--- src/rtl/coin_accumulator.sv ---
// Coin intake stage for the vending machine.
// It converts single-cycle coin strobes into a registered running total.
// A coin that would push the total above MAX_TOTAL is refused.
// While the vending FSM dispenses, the total is frozen and every coin is refused.
// After TIMEOUT_CYCLES idle cycles in COLLECT, the whole total is refunded.
// A coin that is not added for any reason (overflow, clear, lock, refund)
// produces a coin_reject pulse, so the coin goes back to the user.
module coin_accumulator #(
  parameter logic [6:0]  MAX_TOTAL      = 7'd100,
  parameter int unsigned TIMEOUT_CYCLES = 1000
) (
  input  logic       clk,
  input  logic       rst,
  input  logic       coin_valid,
  input  logic [1:0] coin_type,
  input  logic       lock,
  input  logic       clear,
  output logic [6:0] total_coin_value,
  output logic       coin_accept,
  output logic       coin_reject,
  output logic       refund_valid,
  output logic [6:0] refund_value,
  output logic       busy
);

  localparam int unsigned     CntW    = $clog2(TIMEOUT_CYCLES);
  localparam logic [CntW-1:0] CntLast = CntW'(TIMEOUT_CYCLES - 1);

  typedef enum logic [1:0] {
    StEmpty   = 2'd0,
    StCollect = 2'd1,
    StLocked  = 2'd2,
    StRefund  = 2'd3
  } state_t;

  state_t          state_q, state_d;
  logic [6:0]      total_q, total_d;
  logic [CntW-1:0] cnt_q, cnt_d;
  logic            accept_q, accept_d;
  logic            reject_q, reject_d;
  logic            refundValid_q, refundValid_d;
  logic [6:0]      refundValue_q, refundValue_d;
  logic            busy_q, busy_d;

  logic [7:0]      coinValue;
  logic [7:0]      sum;
  logic            fits;
  logic            coinTaken;

  // Coin denomination decode and the 8-bit sum, so the overflow test never wraps
  always_comb begin
    coinValue = 8'd1;
    unique case (coin_type)
      2'b00:   coinValue = 8'd1;
      2'b01:   coinValue = 8'd2;
      2'b10:   coinValue = 8'd5;
      2'b11:   coinValue = 8'd10;
      default: coinValue = 8'd1;
    endcase
    sum       = {1'b0, total_q} + coinValue;
    fits      = (sum <= {1'b0, MAX_TOTAL});
    coinTaken = coin_valid && fits && !clear && !lock &&
                ((state_q == StEmpty) || (state_q == StCollect));
  end

  // State and output registers; reset has priority over every other input
  always_ff @(posedge clk) begin
    if (rst) begin
      state_q       <= StEmpty;
      total_q       <= '0;
      cnt_q         <= '0;
      accept_q      <= 1'b0;
      reject_q      <= 1'b0;
      refundValid_q <= 1'b0;
      refundValue_q <= '0;
      busy_q        <= 1'b0;
    end else begin
      state_q       <= state_d;
      total_q       <= total_d;
      cnt_q         <= cnt_d;
      accept_q      <= accept_d;
      reject_q      <= reject_d;
      refundValid_q <= refundValid_d;
      refundValue_q <= refundValue_d;
      busy_q        <= busy_d;
    end
  end

  // Next-state selection; the priority order is clear, then lock, then coin, then timeout
  always_comb begin
    state_d = state_q;
    unique case (state_q)
      StEmpty: begin
        if (clear)                  state_d = StEmpty;
        else if (lock)              state_d = StLocked;
        else if (coin_valid && fits) state_d = StCollect;
      end
      StCollect: begin
        if (clear)                            state_d = StEmpty;
        else if (lock)                        state_d = StLocked;
        else if (!coin_valid && cnt_q == CntLast) state_d = StRefund;
      end
      StLocked: begin
        if (clear)      state_d = StEmpty;
        else if (!lock) state_d = (total_q != 7'd0) ? StCollect : StEmpty;
      end
      StRefund: state_d = StEmpty;
      default:  state_d = StEmpty;
    endcase
  end

  // Datapath and output pulses; the idle counter saturates when a refused coin arrives at the last count
  always_comb begin
    total_d       = total_q;
    cnt_d         = cnt_q;
    accept_d      = coinTaken;
    reject_d      = coin_valid && !coinTaken;
    refundValid_d = 1'b0;
    refundValue_d = '0;
    unique case (state_q)
      StEmpty: begin
        cnt_d = '0;
        if (coinTaken) total_d = sum[6:0];
      end
      StCollect: begin
        if (clear) begin
          total_d = '0;
          cnt_d   = '0;
        end else if (lock) begin
          cnt_d = cnt_q;
        end else if (coinTaken) begin
          total_d = sum[6:0];
          cnt_d   = '0;
        end else if (cnt_q != CntLast) begin
          cnt_d = cnt_q + 1'b1;
        end else if (!coin_valid) begin
          refundValid_d = 1'b1;
          refundValue_d = total_q;
        end
      end
      StLocked: begin
        if (clear) begin
          total_d = '0;
          cnt_d   = '0;
        end else if (!lock) begin
          cnt_d = '0;
        end
      end
      StRefund: begin
        total_d = '0;
        cnt_d   = '0;
      end
      default: begin
        total_d = '0;
        cnt_d   = '0;
      end
    endcase
    busy_d = (state_d != StEmpty);
  end

  assign total_coin_value = total_q;
  assign coin_accept      = accept_q;
  assign coin_reject      = reject_q;
  assign refund_valid     = refundValid_q;
  assign refund_value     = refundValue_q;
  assign busy             = busy_q;

endmodule

--- config.mk ---
export PLATFORM = sky130hd
export DESIGN_NAME = coin_accumulator
export DESIGN_NICKNAME = d
export VERILOG_FILES = /design/src/rtl/coin_accumulator.sv
export SDC_FILE = /design/constraint.sdc
export NUM_CORES = 1
export LEC_CHECK = 0
export CAP_MARGIN = 5
export CELL_PAD_IN_SITES_DETAIL_PLACEMENT = 1
export CELL_PAD_IN_SITES_GLOBAL_PLACEMENT = 1
export CORE_ASPECT_RATIO = 0.8
export CORE_UTILIZATION = 38
export CTS_BUF_LIST = sky130_fd_sc_hd__clkbuf_4 sky130_fd_sc_hd__clkbuf_8
export CTS_CLUSTER_DIAMETER = 200
export CTS_CLUSTER_SIZE = 30
export DETAILED_ROUTE_END_ITERATION = 12
export GPL_TIMING_DRIVEN = 0
export PLACE_DENSITY_LB_ADDON = 0.3
export SYNTH_ARGS = -nofsm -noshare
export SYNTH_HDL_FRONTEND = slang
export SYNTH_SLANG_ARGS = --single-unit
--- constraint.sdc ---
create_clock -name clk -period 2.9 [get_ports clk]
set_clock_uncertainty 0.15 [all_clocks]
set_input_delay 0.435 -clock clk [delete_from_list [all_inputs] [get_ports clk]]
set_output_delay 0.435 -clock clk [all_outputs]
set_load 0.05 [all_outputs]
==> out/results.ini, run 1 <==
[worst_hold_path]
hp-start = cnt_q[5]
hold_path_depth = 1
min_to = cnt_q[5]
min_path_type = flop to flop

[detailed_routing]
vias = 1720
vias_per_cell = 5.60
wl_per_cell_um = 16.5
dr.pass1.iters = 4
drt_iter0_drc = 76
route.detailed.drc = 0
ant_nets = 0
wirelength_mm = 5.07

[clock_network]
cts-root-buf = clkbuf_8
clockBufferDepth = 2
cts_inserted_buffers = 5
path_clk_slew_ps = 60
clock_sinks = 30
clk_latency_ps = 290
cts_tree = built
cts_max_level = 2
hold_buffers = 0

[pwr]
power.switching_mw = 0.239
p_int_mw = 0.661
cellPowerDensity_mw_per_mm2 = 380
switching_share_pct = 26.6
seq_power_share_pct = 46.8
ir_drop_mv = 0.243
leakage_nw = 0.871
power.share.combinational_pct = 12.6
clockPowerShare_pct = 40.6

[place]
numPortBuffers = 23
dp_slack_ps = -793
dp_hpwl_mm = 3.33
gp_congestion = 0.827

[sta]
whs_ps = 357
drv_slew = 0
worst_pin_slew_ps = 744
fmax_ghz = 0.353
final_hold_viol_count = 0
setup_violations = 0
grt_setup_unrepaired = false
slew_headroom_pct = 50.3
fin_crit_ps = 2830
setup_ws_ps = 69.2
fin_crit_sh_pct = 97.6

[global_route]
grt_pass1_vias = 1636
grt-ovfl-total = 0
grt_start_max_net_pins = 11
antenna_found_initial = 0
grt_use_total_pct = 23.3
grt_first_pass_wirelength_mm = 8.53

[die]
io_pins = 25
core-area_mm2 = 0.00431
dieArea_mm2 = 0.00490
die_w_um = 78.0
initial_utilization_pct = 40.7
rows = 21
die_y_um = 62.8

[job]
drv_cap = 0

[setup_path]
crit_arrival_ps = 2860
reg2reg_depth = 11
worstPathRequired_ps = 2930
path_class = flop to flop
startpoint = total_coin_value[0]
r2r_start = total_coin_value[0]
r2r_end = cnt_q[8]
start_kind = flop
worst_setup_path_end_kind = flop
r2r_setup_slack_ps = 70
path_max_fanout = 9

[synthesis]
synth-compound-area-share_pct = 24.7
syn_area_mm2 = 0.00176
ys_types = 61
syn_nets = 221
yosys.area_share.adder_pct = 4.70
synthXorXnorAreaFrac_pct = 0.499
ys_seq_area_share_pct = 34.2
avgSynthCellArea_um2 = 8.44
ys.flop_type = dfxtp_1
synth-simple-area-share_pct = 29.9
muxShareOfSynthArea_pct = 1.50
yosysWarnings = 0
ys_async_sr_fraction_pct = 0
ys_ff_latch = 30
synth_top_family_by_area = simple AND/OR/NAND/NOR gates
synth_edf_count = 0
syn_inst = 208

[cells_and_area]
n_antenna_cell = 0
n_fill_cell = 528
drive_gt1_share_pct = 20.4
final_util_pct = 54.9
syn_to_final_growth_pct = 34.8
fin_nets = 262

[outcome]
status = completed

-- how the worst max path moves through the flow --
| stage | end | cells past startpoint |
|---|---|---|
| 2_1_floorplan | cnt_q[2] | 9 |
| 3_3_place_gp | cnt_q[2] | 13 |
| 3_5_place_dp | cnt_q[2] | 13 |
| 4_1_cts | cnt_q[2] | 13 |
| 5_1_grt | cnt_q[8] | 11 |
| 6_report | cnt_q[8] | 11 |
-- per-layer routing --
metal  GRT usage, %  vias to the layer above  wire, um
li1               -                      848         -
met1           32.9                      825      2630
met2           33.4                       41      2110
met3           5.69                        6       234
met4           10.4                        0        91
met5              0                        -         0
-- cell usage after synthesis, drive strengths merged, types with 3 or more instances --
master	n	area (um^2)
nor4	3	18.8
and3b	3	26.3
or2	3	18.8
a211oi	5	47.5
nand2b	4	25.0
o21ai	11	58.8
nor2b	5	31.3
nand3	8	45.0
buf	4	26.3
a21oi	16	83.8
nand2	21	78.8
nor2	15	56.3
inv	10	37.5
dfxtp	30	601
and2	10	63.8
ha	5	62.6
nand4	8	50.1
and3	4	25.0
clkbuf	4	15.0
-- cell usage in the layout, fill, tap and decap left out, drive strengths merged, types with 10 or more instances in the layout --
master          n
buf            16
nor2           15
dfxtp          30
and2           10
inv            10
clkbuf         11
a21oi          16
clkdlybuf4s50  21
nand2          21
o21ai          11
-- cells by family after synthesis --
| logic type | Yosys count |
|---|---|
| compound gates | 58 |
| simple gates | 93 |
| xor+xnor | 1 |
| fa+ha+maj | 6 |
| flops | 30 |
| buf+inv | 18 |
| mux | 2 |
-- registers in the layout, indices dropped and copies added, names as in the netlist --
| register | count |
|---|---|
| coin_reject | 1 |
| total_coin_value | 7 |
| coin_accept | 1 |
| state_q | 2 |
| refund_valid | 1 |
| refund_value | 7 |
| cnt_q | 10 |
| busy | 1 |
-- power by group through the flow --
| stage | combinational [mW] | clock (mW) | sequential (mW) |
|---|---|---|---|
| 2_1_floorplan | 0.0495 | 0 | 0.441 |
| 3_3_place_gp | 0.0911 | 0 | 0.430 |
| 5_1_grt | 0.123 | 0.400 | 0.422 |
| 4_1_cts | 0.109 | 0.378 | 0.421 |
| 3_5_place_dp | 0.0919 | 0 | 0.430 |
| 6_report | 0.113 | 0.365 | 0.422 |
-- cell type report --
class / instances / area [um^2] / share of cell area (%)
Multi-Input combinational cell: 160 / 1190 / 50.4
Sequential cell: 30 / 606 / 25.6
Timing Repair Buffer: 34 / 317 / 13.4
Clock buffer: 7 / 90.1 / 3.81
Tap cell: 57 / 71.3 / 3.01
Buffer: 8 / 47.5 / 2.01
Inverter: 10 / 37.5 / 1.59
Clock inverter: 1 / 5.00 / 0.212
-- through the flow --
step                std cells  area [um^2]  setup TNS (ps)  power [mW]
floorplan                 208         1760               0       0.491
global placement          288         2060          -12740       0.521
finish                    307         2370               0       0.900
global route              307         2370               0       0.945
CTS                       306         2340               0       0.908
detailed placement        288         2060          -14000       0.522
-- timing repair --
action / CTS / global route
resized for setup: 26 / 5
gates cloned: 1 / 0
setup endpoints to repair: 21 / 20
setup buffers: 9 / 1
pin swaps: 8 / 6
-- critical path: stages (launching register included) --
cell,delay [ps]
dfxtp_4,380
ha_4,140
inv_1,50
fa_2,350
and2b_2,280
o22ai_4,90
o2111a_1,270
o211ai_4,240
a211oi_4,100
buf_12,140
o21a_1,180
a221o_1,330
No activity file was read; power rests on OpenSTA's default activity.
==> run 2: changes to the inputs <==
--- a/config.mk
+++ b/config.mk
@@ -9,7 +9,7 @@
 export CELL_PAD_IN_SITES_DETAIL_PLACEMENT = 1
 export CELL_PAD_IN_SITES_GLOBAL_PLACEMENT = 1
 export CORE_ASPECT_RATIO = 0.8
-export CORE_UTILIZATION = 38
+export CORE_UTILIZATION = 30
 export CTS_BUF_LIST = sky130_fd_sc_hd__clkbuf_4 sky130_fd_sc_hd__clkbuf_8
 export CTS_CLUSTER_DIAMETER = 200
 export CTS_CLUSTER_SIZE = 30
==> run 2 against run 1 <==
  * Sequential share of layout area fell by 0.12 points
  * Clock power is 3% lower
  * Non-clock buffer count did not move
  * Flip-flop and latch count stayed put
  * Design area increased by 0.48%
  * Routed wire length fell by 3.1%
  * First-iteration DRC count decreased by 9.2%
  * Critical path depth is 1 lower
  * Via count down 1.0%
  * Highest routed layer unchanged
  * Critical endpoint unchanged
  * Count of clock-buffer cells in the layout stayed put
  * Sequential power is essentially flat
==> out/results.ini, run 2 (synthesis gave the netlist of run 1 again) <==
[outcome]
status = completed

[sta]
whs_ps = 351
setup_violations = 0
fin_crit_ps = 2770
final_hold_viol_count = 0
drv_slew = 0
fmax_ghz = 0.360
slew_headroom_pct = 50.5
grt_setup_unrepaired = false
fin_crit_sh_pct = 95.7
worst_pin_slew_ps = 740

[detailed_routing]
drt_iter0_drc = 69
route.detailed.drc = 0
dr.pass1.iters = 4
ant_nets = 0
vias = 1702
wirelength_mm = 4.91
vias_per_cell = 5.20
wl_per_cell_um = 15.0

[setup_path]
crit_arrival_ps = 2800
max_stage_delay_ps = 380
slowest_stage = dfxtp_4
path_class = flop to flop
start_kind = flop
cp_top_family = compound AO/OA/AOI/OAI gates
path_cells = ha_4, inv_1, fa_2, and2b_2, o22ai_4, o2111a_1, o211ai_4, a211oi_4, o21a_1, a221o_1
path_max_fanout = 9
worst_setup_path_end_kind = flop
startpoint = total_coin_value[0]
worstPathRequired_ps = 2930
worst-path-buf-inv = 1
r2r_start = total_coin_value[0]

[die]
io_pins = 25
die_y_um = 70.4
core-area_mm2 = 0.00556
initial_utilization_pct = 31.6
rows = 24
dieArea_mm2 = 0.00616
die_w_um = 87.5

[global_route]
antenna_found_initial = 0
grt_first_pass_wirelength_mm = 8.35
grt_pass1_vias = 1739
grt_start_max_net_pins = 11
grt-ovfl-total = 0
grt_use_total_pct = 17.5

[pwr]
p_int_mw = 0.659
ir_drop_mv = 0.212
cellPowerDensity_mw_per_mm2 = 374
clockPowerShare_pct = 39.8
leakage_nw = 0.868
seq_power_share_pct = 47.5
switching_share_pct = 25.8
power.share.combinational_pct = 12.8
fin_total_pwr_mw = 0.888
power.switching_mw = 0.229

[clock_network]
cts-root-buf = clkbuf_8
clk_latency_ps = 290
clockBufferDepth = 2
cts_inserted_buffers = 5
cts_tree = built
path_clk_slew_ps = 60
clock_sinks = 30
hold_buffers = 0
cts_max_level = 2

[cells_and_area]
drive_gt1_share_pct = 20.1
layout_commonest_cell = dfxtp_1
fin_nets = 262
final_area_mm2 = 0.00238
largest_register_ffs = 10
final_util_pct = 42.8
instances_no_fill = 327
layout_common_cells = 28 x dfxtp_1, 21 x nand2_1, 21 x clkdlybuf4s50_1
regMostFlops = cnt_q
syn_to_final_growth_pct = 35.4
n_fill_cell = 665
n_antenna_cell = 0

[place]
numPortBuffers = 23
dp_hpwl_mm = 3.51
place_area_mm2 = 0.00209
placedCellCount = 309
gp_congestion = 0.819

[worst_hold_path]
hp-start = cnt_q[5]
min_path_type = flop to flop

[job]
drv_cap = 0

[run 2: final cells by class]
cell class	instances	area (um^2)	area share, %
flip-flops and latches	30	606	25.5
multi-input cells	160	1190	50.0
clock buffers	7	90.1	3.79
repair buffers	34	307	12.9
inverters	10	37.5	1.58
plain buffers	8	51.3	2.16
well taps	78	97.6	4.11
[run 2: path summary, 6_finish.rpt]
path              endpoint  depth (start not counted)  slack [ps]
hold reg to reg   cnt_q[5]                          1         350
setup reg to reg  cnt_q[8]                         10         130
setup / recovery  cnt_q[8]                         10         130
hold / removal    cnt_q[5]                          1         350
[run 2: through the flow]
step                setup slack (ps)  setup TNS, ps
finish                           126              0
global route                    18.5              0
CTS                             22.5              0
detailed placement              -804         -13930
global placement                -768         -13140
floorplan                       37.1              0
[run 2: worst register-to-register path, delay by kind of cell (launching register included)]
kind            cells  cell delay, ps
flops               1             380
fa+ha+maj           2             480
buf+inv             1              40
simple gates        1             280
compound gates      6            1340
[run 2: layer usage]
metal | part of all wire, % | up-vias | wire (um) | GRT usage (%)
met5 | 0 | - | 0 | 0
met2 | 43 | 27 | 2100 | 25.5
met1 | 53 | 827 | 2590 | 25.0
met4 | 1.4 | 0 | 71 | 6.56
met3 | 3.1 | 7 | 152 | 3.78
li1 | - | 841 | - | -
[run 2: repair_timing]
item                                    CTS  global route
hold endpoints to repair                  0             0
endpoints found under the setup margin   21            17
pin swaps                                10             6
gates resized for setup                  26             5
buffers inserted                          7             4
[run 2: power by group through the flow]
stage	combinational, mW	clock (mW)	sequential (mW)
global route	0.124	0.380	0.422
floorplan	0.0495	0	0.441
detailed placement	0.0932	0	0.430
global placement	0.0920	0	0.430
finish	0.113	0.353	0.421
CTS	0.108	0.357	0.421
